### src/rtl/tetris_video_pkg.sv
// Shared constants and types for the Tetris video path: board geometry, colours,
// palette, beam FSM states and the per-pixel pipeline tag.
package tetris_video_pkg;

  localparam int CELL_SHIFT = 4;
  localparam int BOARD_COLS = 10;
  localparam int BOARD_ROWS = 20;
  localparam int BORDER_W   = 4;

  localparam logic [9:0] BOARD_X0 = 10'd240;
  localparam logic [8:0] BOARD_Y0 = 9'd80;
  localparam logic [9:0] BOARD_X1 = BOARD_X0 + 10'(BOARD_COLS << CELL_SHIFT);
  localparam logic [8:0] BOARD_Y1 = BOARD_Y0 + 9'(BOARD_ROWS << CELL_SHIFT);

  // Border ring bounds; upper bounds are exclusive like the board's.
  localparam logic [9:0] BORDER_X0 = BOARD_X0 - 10'(BORDER_W);
  localparam logic [9:0] BORDER_X1 = BOARD_X1 + 10'(BORDER_W);
  localparam logic [8:0] BORDER_Y0 = BOARD_Y0 - 9'(BORDER_W);
  localparam logic [8:0] BORDER_Y1 = BOARD_Y1 + 9'(BORDER_W);

  localparam logic [7:0] BORDER_RGB = 8'hFF;
  localparam logic [7:0] BG_RGB     = 8'h00;
  localparam logic [7:0] GRID_RGB   = 8'h24;

  localparam logic [7:0] PALETTE [8] = '{
    8'h00, 8'h1F, 8'hFC, 8'hA2, 8'h1C, 8'hE0, 8'h03, 8'hF0
  };

  typedef enum logic [1:0] {
    SEEK_FRAME,
    BLANK,
    ACTIVE
  } beam_state_e;

  typedef enum logic [1:0] {
    REGION_BG,
    REGION_BORDER,
    REGION_BOARD
  } region_e;

  typedef struct packed {
    logic    valid;
    region_e region;
  } pix_tag_t;

  localparam pix_tag_t TAG_IDLE = '{valid: 1'b0, region: REGION_BG};

  // row*10+col using only shifts and adds.
  function automatic logic [7:0] cell_index(input logic [4:0] row, input logic [3:0] col);
    return ({3'b000, row} << 3) + ({3'b000, row} << 1) + {4'b0000, col};
  endfunction

endpackage

### src/rtl/beam_tracker.sv
// Follows the timing generator's pixel_en/v_sync to maintain the beam position
// (sub-pixel, x, y), the SEEK_FRAME/BLANK/ACTIVE state and the frame_start pulse.
module beam_tracker
  import tetris_video_pkg::*;
#(
  parameter int CLKS_PER_PIXEL = 20,
  parameter int H_PIXELS       = 640,
  parameter int V_PIXELS       = 480
) (
  input  logic       clk,
  input  logic       rst,
  input  logic       pixel_en,
  input  logic       v_sync,
  output logic [9:0] pixel_x,
  output logic [8:0] pixel_y,
  output logic       frame_start,
  output logic       pixel_valid
);

  localparam int               SUB_W    = $clog2(CLKS_PER_PIXEL);
  localparam logic [SUB_W-1:0] SUB_LAST = SUB_W'(CLKS_PER_PIXEL - 1);
  localparam logic [9:0]       X_LAST   = 10'(H_PIXELS - 1);
  localparam logic [8:0]       Y_LAST   = 9'(V_PIXELS - 1);

  beam_state_e      state_q, state_d;
  logic             pixel_en_q, v_sync_q;
  logic [SUB_W-1:0] sub;
  logic             vs_rise, pe_rise, pe_fall;

  assign vs_rise     = v_sync & ~v_sync_q;
  assign pe_rise     = pixel_en & ~pixel_en_q;
  assign pe_fall     = ~pixel_en & pixel_en_q;
  assign pixel_valid = (state_q == ACTIVE);

  // NOTE: sequential state uses non-blocking assignments so every register
  // samples pre-edge values and simulation order cannot change the result.
  always_ff @(posedge clk) begin
    if (rst) begin
      pixel_en_q  <= 1'b0;
      v_sync_q    <= 1'b0;
      frame_start <= 1'b0;
      state_q     <= SEEK_FRAME;
    end else begin
      pixel_en_q  <= pixel_en;
      v_sync_q    <= v_sync;
      frame_start <= vs_rise;
      state_q     <= state_d;
    end
  end

  // NOTE: state_d is defaulted before the case so no path leaves it
  // unassigned, which would otherwise infer a latch.
  always_comb begin
    state_d = state_q;
    unique case (state_q)
      SEEK_FRAME: state_d = SEEK_FRAME;
      BLANK:      if (pe_rise) state_d = ACTIVE;
      ACTIVE:     if (pe_fall) state_d = BLANK;
      default:    state_d = SEEK_FRAME;
    endcase
    // A new frame overrides whatever the line logic wanted.
    if (vs_rise) state_d = BLANK;
  end

  always_ff @(posedge clk) begin
    if (rst) begin
      sub     <= '0;
      pixel_x <= '0;
      pixel_y <= '0;
    end else if (vs_rise) begin
      sub     <= '0;
      pixel_x <= '0;
      pixel_y <= '0;
    end else if (state_q == ACTIVE) begin
      if (pe_fall) begin
        // End of line: any partially counted pixel is dropped.
        sub     <= '0;
        pixel_x <= '0;
        if (pixel_y != Y_LAST) pixel_y <= pixel_y + 9'd1;
      end else if (sub == SUB_LAST) begin
        sub <= '0;
        if (pixel_x != X_LAST) pixel_x <= pixel_x + 10'd1;
      end else begin
        sub <= sub + 1'b1;
      end
    end
  end

endmodule

### src/rtl/board_pixel_source.sv
// Renders the Tetris board, its border and background onto rgb_8 with a 3-cycle
// pipeline behind the beam position. Optional BOARD_GRID_LINES_EN draws cell outlines.
module board_pixel_source
  import tetris_video_pkg::*;
#(
  parameter int CLKS_PER_PIXEL = 20,
  parameter int H_PIXELS       = 640,
  parameter int V_PIXELS       = 480
) (
  input  logic       clk,
  input  logic       rst,
  input  logic       pixel_en,
  input  logic       v_sync,
  output logic [7:0] cell_addr,
  input  logic [2:0] cell_data,
  output logic [7:0] rgb_8,
  output logic [9:0] pixel_x,
  output logic [8:0] pixel_y,
  output logic       frame_start
);

  logic pixel_valid;

  beam_tracker #(
    .CLKS_PER_PIXEL(CLKS_PER_PIXEL),
    .H_PIXELS      (H_PIXELS),
    .V_PIXELS      (V_PIXELS)
  ) u_beam (
    .clk        (clk),
    .rst        (rst),
    .pixel_en   (pixel_en),
    .v_sync     (v_sync),
    .pixel_x    (pixel_x),
    .pixel_y    (pixel_y),
    .frame_start(frame_start),
    .pixel_valid(pixel_valid)
  );

  logic [9:0] dx;
  logic [8:0] dy;
  logic [4:0] row;
  logic [3:0] col;
  logic       in_board, in_ring;
  pix_tag_t   tag0, tag1, tag2;
  logic [7:0] rgb_next;

  always_comb begin
    dx       = pixel_x - BOARD_X0;
    dy       = pixel_y - BOARD_Y0;
    row      = 5'(dy >> CELL_SHIFT);
    col      = 4'(dx >> CELL_SHIFT);
    in_board = (pixel_x >= BOARD_X0) && (pixel_x < BOARD_X1) &&
               (pixel_y >= BOARD_Y0) && (pixel_y < BOARD_Y1);
    in_ring  = (pixel_x >= BORDER_X0) && (pixel_x < BORDER_X1) &&
               (pixel_y >= BORDER_Y0) && (pixel_y < BORDER_Y1);
    tag0.valid  = pixel_valid;
    tag0.region = in_board ? REGION_BOARD : (in_ring ? REGION_BORDER : REGION_BG);
  end

  // NOTE: the tag pipeline is reset so no stale "valid" pixel can emit colour
  // straight out of reset; cell_addr is reset for a defined first RAM read.
  always_ff @(posedge clk) begin
    if (rst) begin
      cell_addr <= '0;
      tag1      <= TAG_IDLE;
      tag2      <= TAG_IDLE;
    end else begin
      // Off-board pixels leave the RAM address untouched.
      if (in_board) cell_addr <= cell_index(row, col);
      tag1 <= tag0;
      tag2 <= tag1;
    end
  end

`ifdef BOARD_GRID_LINES_EN
  logic grid0, grid1, grid2;

  assign grid0 = (dx[CELL_SHIFT-1:0] == '0) || (dy[CELL_SHIFT-1:0] == '0);

  always_ff @(posedge clk) begin
    if (rst) begin
      grid1 <= 1'b0;
      grid2 <= 1'b0;
    end else begin
      grid1 <= grid0;
      grid2 <= grid1;
    end
  end
`endif

  // tag2 lines up with cell_data, which arrives one cycle after cell_addr.
  always_comb begin
    rgb_next = BG_RGB;
    if (tag2.valid) begin
      unique case (tag2.region)
        REGION_BOARD:  rgb_next = PALETTE[cell_data];
        REGION_BORDER: rgb_next = BORDER_RGB;
        default:       rgb_next = BG_RGB;
      endcase
`ifdef BOARD_GRID_LINES_EN
      if (tag2.region == REGION_BOARD && grid2) rgb_next = GRID_RGB;
`endif
    end
  end

  always_ff @(posedge clk) begin
    if (rst) rgb_8 <= BG_RGB;
    else     rgb_8 <= rgb_next;
  end

endmodule

### config.mk
export PLATFORM = sky130hd
export DESIGN_NAME = board_pixel_source
export DESIGN_NICKNAME = d
export VERILOG_FILES = /design/src/rtl/tetris_video_pkg.sv /design/src/rtl/beam_tracker.sv /design/src/rtl/board_pixel_source.sv
export SDC_FILE = /design/constraint.sdc
export NUM_CORES = 1
export LEC_CHECK = 0
export CORE_ASPECT_RATIO = 0.7
export CORE_UTILIZATION = 35
export DETAILED_ROUTE_END_ITERATION = 6
export PLACE_DENSITY = 0.54
export SYNTH_ARGS = -nofsm -noshare
export SYNTH_HDL_FRONTEND = slang
export SYNTH_HIERARCHICAL = 1
export SYNTH_SLANG_ARGS = --single-unit
### constraint.sdc
create_clock -name clk -period 3.1 [get_ports clk]
set_input_delay 0.62 -clock clk [delete_from_list [all_inputs] [get_ports clk]]
set_output_delay 0.62 -clock clk [all_outputs]
set_load 0.01 [all_outputs]
# Word-level counts from Yosys, hierarchy flattened
# Memory sizes are Yosys's and may differ from the RTL's.
# Index checks and enable logic that the tools add are counted.
word_totals:
  mem_count: 1
  romBits: 64
  reg_bits: 51
  output_inout_bits: 36
classes:
  order_cmp: 9
  bitwise_logic: 8
  add_sub_neg: 7
  n_eq_ne: 11
  muxes: 14
  n_reduce_logical: 15
memory_table:
  columns: ["name", "depth", "width", "read_ports", "rd_ports_with_merged_regs", "wr", "line_no", "rtl"]
  rows:
  - ["(no name shown)", 8, 8, 1, 0, 0, "board_pixel_source.sv:96", "REGION_BOARD: rgb_next = PALETTE[cell_data];"]
ops:
  columns: ["operator", "count"]
  rows:
  - ["2-to-1 mux 10 bit", 3]
  - ["greater-or-equal comparator 10 x 8 -> 1 bit, second input constant", 2]
  - ["< comparator 10 x 9 -> 1 bit, second input constant", 2]
  - ["greater-or-equal comparator 9 x 7 -> 1 bit, second input constant", 2]
  - ["< comparator 9 bit, second input constant", 2]
  - ["2-to-1 mux 8 bit", 2]
  - ["case mux 8 bit (2 select lines)", 1]
  - ["adder 10 x 1 -> 10 bit, second input constant", 1]
  - ["2-to-1 mux 5 bit", 2]
  - ["inequality test 10 bit, second input constant", 1]
  - ["adder 9 x 1 -> 9 bit, second input constant", 1]
  - ["inequality test 9 bit, second input constant", 1]
  - ["subtractor 9 x 7 -> 9 bit, second input constant", 1]
  - ["adder 8 x 4 -> 8 bit", 1]
  - ["adder 8 x 6 -> 8 bit", 1]
  - ["subtractor 8 bit, second input constant", 1]
  - ["logical AND 1 bit", 6]
  - ["2-to-1 mux 2 bit", 3]
  - ["inequality test 3 x 1 -> 1 bit, second input constant", 2]
  - ["AND reduction 3 bit", 2]
  - ["OR reduction 2 bit", 3]
  - ["adder 5 x 1 -> 5 bit, second input constant", 1]
  - ["== test 5 bit, second input constant", 1]
  - ["== test 2 x 1 -> 1 bit, second input constant", 2]
  - ["other kinds (10)", 20]

# Longest topological paths before layout
logic_depth:
  ltp_word: 6
  depth_mapped: 12

# Modules after synthesis
# The synthesis kept the hierarchy.
modules_own_cells:
  columns: ["module", "cells_each", "seq_area_each_um2", "area_per_inst_um2", "instances"]
  rows:
  - ["beam_tracker", 169, 580.6, 1456.4, 1]
  - ["board_pixel_source", 151, 400.4, 1341.3, 1]

# Worst setup path before layout
# OpenSTA, ideal clock, no wires.
synth_path:
  kind: "reg2reg"
  startpoint: "register u_beam.pixel_y[4]"
  endpoint: "register cell_addr[7]"
  path_stages_with_launch: 11
  arrival_ps: 2671
  period_less_slack_ps: 2786
  required_time_ps: 2985
  setup_slack_ps: 314
  cell_sequence: "dfxtp_1 > inv_1 > ha_1 > xnor2_1 > fa_1 > ha_1 > a211oi_1 > o21bai_1 > a21oi_1 > xnor2_1 > o21a_1"
synth_via:
  elab_chain_cells: 3
  elab_cells_between_ends: 7
synth_rtl:
  columns: ["item", "line_no", "rtl"]
  rows:
  - ["from (decl)", "beam_tracker.sv:15", "output logic [8:0] pixel_y,"]
  - ["from (signal assigned)", "beam_tracker.sv:79", "if (pixel_y != Y_LAST) pixel_y <= pixel_y + 9'd1;"]
  - ["subtractor 9 x 7 -> 9 bit or greater-or-equal comparator 9 x 7 -> 1 bit (tied branches)", "board_pixel_source.sv:49, board_pixel_source.sv:53", null]
  - ["adder 8 x 6 -> 8 bit or logical AND 1 bit (tied branches)", "tetris_video_pkg.sv:50, board_pixel_source.sv:52", null]
  - ["adder 8 x 4 -> 8 bit or logical AND 1 bit (tied branches)", "tetris_video_pkg.sv:50, board_pixel_source.sv:53", null]
  - ["to (signal assigned)", "board_pixel_source.sv:69", "if (in_board) cell_addr <= cell_index(row, col);"]
  - ["to (decl)", "board_pixel_source.sv:14", "output logic [7:0] cell_addr,"]
# Parallel ways exist; a longest one is shown, timed or not.
# A chain may end at the register's enable or synchronous reset.

# Worst setup path after layout
layout_path:
  startpoint: "register u_beam.pixel_y[5]"
  endpoint: "register cell_addr[6]"
# The elaborated chain is that of the path after synthesis.

==> metrics.md <==
| Metric | Value |
|---|---|
| Reg-to-reg startpoint | u_beam/pixel_y[5]$_SDFFE_PP0P_ |
| Avg Cell Area, Syn | 8.74 um2 |
| Worst skew pair latency | 0.29 ns |
| Post-Synthesis Cells | 320 |
| Placed wire-length estimate | 4690 um |
| Core Area | 7510 um2 |
| Clock skew | 0.00660 ns |
| # DRC | 0 |
| Main synth FF type | dfxtp_1 |
| Site Rows | 26 |
| Initial antenna violation count | 0 |
| H-tree levels | 2 |
| CP endpoint kind | register |
| Seq/Total Area, Yosys | 0.351 |
| I/O Buffers | 42 |
| Placed Cells | 454 |
| Syn Nets | 353 |
| Hold Path Class | reg2reg |
| Max_cap viols | 0 |
| Max Slew Vio Count | 0 |
| Setup ws final | 0.271 ns |
| CTS Sinks | 49 |
| Critical path's slowest cell | fa_1 |
| Clk root buf | clkbuf_16 |
| GPL Wtd Cong | 0.775 |
| Asr flop ratio synth | 0 |
| Top cell type's share of synthesized area | 0.351 |
| Setup TNS | 0 ns |
| GRT overflow | 0 |
| Top post-synthesis cells by count | dfxtp_1, nor2_1, ha_1 |
| Vias | 2443 |
| WL met1 | 3470 um |
| Cts hold-fix bufs | 0 |
| Synth cell types | 55 |
| Critical Path Source Type | register |
| Most frequent cell after synthesis | dfxtp_1 |
| Tcrit/Tclk final | 0.912 |
| Top Metal Used | met4 |
| CP Class | reg2reg |
| Starting Density | 0.372 |
| Worst Reg-to-Reg Cells | 10 |
| Leakage | 1.35 nW |
| CTS resizes | 0 |
| Layout cells sized above 1 | 0.0714 |
| GRT Total Usage | 0.164 |
| FF-to-FF End | cell_addr[6]$_SDFFE_PP0P_ |
| Metal2 WL | 2760 um |
| Max Clk Rate | 354 MHz |
| Worst EP arrival | 3.06 ns |
| Req. time, crit path | 3.33 ns |
| Hold EP | u_beam/frame_start$_SDFF_PP0_ |
| CP max stage delay | 0.50 ns |
| Wirelength per Cell | 14.0 um |
| Fin area | 3510 um2 |
| Io pins | 43 |
| Final antenna-violating net count | 0 |
| Status | completed |
| Fin util | 0.468 |
| Final Hold Viols | 0 |
| Worst Max-Slew Pin Slew | 0.772 ns |
| WL final | 6490 um |
| Reg2reg setup slack | 0.27 ns |
| Fin cells | 462 |
| Die W | 109 um |
| Ant. Diodes | 0 |
| Number of synthesized flops with an enable pin | 0 |
| Post-place setup slack | 0.201 ns |
| Max IR drop VDD | 0.254 mV |
| DP Area | 3320 um2 |
| Routed vias/inst | 5.29 |
| Max FO, Critical Path | 11 |
| Vias in the first global route | 2191 |
| Die Ht | 76.8 um |
| Relative slew slack | 0.485 |
| Reg clk slew, reported paths | 0.07 ns |
| Total setup buffers inserted after CTS | 0 |
| Ys Warns | 6 |
| CTS tree | done |
| Initial drt markers | 116 |
| Worst path most repeated cell | fa_1 |
| Largest cells by area after synthesis | dfxtp_1, ha_1, nor2_1 |
| Hold Path Stages | 1 |
| Tmin final | 2.83 ns |
| Clock Tree Buf Depth | 2 |
| DR WL met3 | 238 um |
| RSZ-0062 raised after global routing | false |
| # setup viols final | 0 |
| Final net count | 396 |
| Pwr Density | 395 nW/um2 |
| Number of synthesized register bits | 49 |
| Critical-path cell list | inv_1, ha_1, xnor2_2, fa_1, fa_1, a21o_1, a21oi_1, xnor2_1, mux2i_1, nor2_1 |
| Mapped Area | 2800 um2 |
| Clock buffer count from CTS | 5 |
| Area Growth Syn to Fin | 25.6% |
| Largest net degree at the start of global routing | 21 |
| Largest area contributor in the netlist | dfxtp_1 |
| First-pass GRT wire length | 11000 um |
| Die footprint | 8360 um2 |
| Drt first pass iters | 4 |
| Hold_sp | u_beam/v_sync_q$_SDFF_PP0_ |
==> worst max-delay path: cells and delay by family, from the launching register on <==
| family | cells | cell delay, ns |
|---|---|---|
| compound gates | 2 | 0.35 |
| simple gates | 1 | 0.10 |
| xor+xnor | 2 | 0.36 |
| mux | 1 | 0.09 |
| fa+ha+maj | 3 | 1.23 |
| flops | 1 | 0.49 |
| buf+inv | 1 | 0.13 |
==> metrics by stage <==
stage                     hold slack [ns]  total power (W)
final                               0.414          0.00139
after global routing                0.443          0.00144
after CTS                           0.418          0.00141
after detailed placement            0.412         0.000706
after global placement              0.404         0.000705
after floorplan                     0.392         0.000682
==> power by group <==
part	total, W	internal (W)	switching, W
clock	0.000697	0.000461	0.000237
sequential	0.000636	0.000633	0.00000292
combinational	0.0000550	0.0000234	0.0000316
total	0.00139	0.00112	0.000271
==> cell usage in the layout, fill, tap and decap left out, drive strengths merged, types with 9 or more instances in the layout <==
master,instances
ha,24
a21oi,21
nand2,14
o21ai,19
inv,16
dfxtp,49
nor2b,10
mux2i,9
xor2,9
nor2,37
clkdlybuf4s50,42
nand3,14
==> cell families after synthesis <==
logic type	share of synthesized area
and+or+nand+nor	0.217
AOI/OAI and AO/OA	0.173
DFF	0.351
buffers and inverters	0.0519
adders and majority gates	0.122
xor gates and xnor gates	0.0501
muxes	0.0362
==> how the worst max path moves through the flow <==
stage                                               from                         to  depth (start not counted)
after floorplan           u_beam/pixel_y[4]$_SDFFE_PP0P_  cell_addr[7]$_SDFFE_PP0P_                         10
after global placement    u_beam/pixel_y[5]$_SDFFE_PP0P_  cell_addr[6]$_SDFFE_PP0P_                         10
after detailed placement  u_beam/pixel_y[5]$_SDFFE_PP0P_  cell_addr[6]$_SDFFE_PP0P_                         10
after CTS                 u_beam/pixel_y[5]$_SDFFE_PP0P_  cell_addr[6]$_SDFFE_PP0P_                         10
after global routing      u_beam/pixel_y[5]$_SDFFE_PP0P_  cell_addr[7]$_SDFFE_PP0P_                         10
final                     u_beam/pixel_y[5]$_SDFFE_PP0P_  cell_addr[6]$_SDFFE_PP0P_                         10
==> cell type report <==
cell class	count	area (um2)
repair buffers	50	480
well taps	98	123
fillers	763	4000
clock buffers	5	125
multi-input cells	241	1680
inverters	16	60.1
clock inverters	3	65.1
flip-flops and latches	49	981
==> layer usage <==
metal | global-route usage | up-vias
met5 | 0 | -
met4 | 0.0365 | 0
met3 | 0.0315 | 2
met2 | 0.240 | 38
met1 | 0.244 | 1166
li1 | - | 1237
==> flip-flops by register name (all words and copies together), names as in the netlist <==
name / count
u_beam/pixel_y: 9
tag1: 3
rgb_8: 6
u_beam/pixel_en_q: 1
u_beam/state_q: 2
u_beam/frame_start: 1
u_beam/sub: 5
tag2: 3
u_beam/v_sync_q: 1
u_beam/pixel_x: 10
cell_addr: 8
Power figures use the tool's default switching activity.
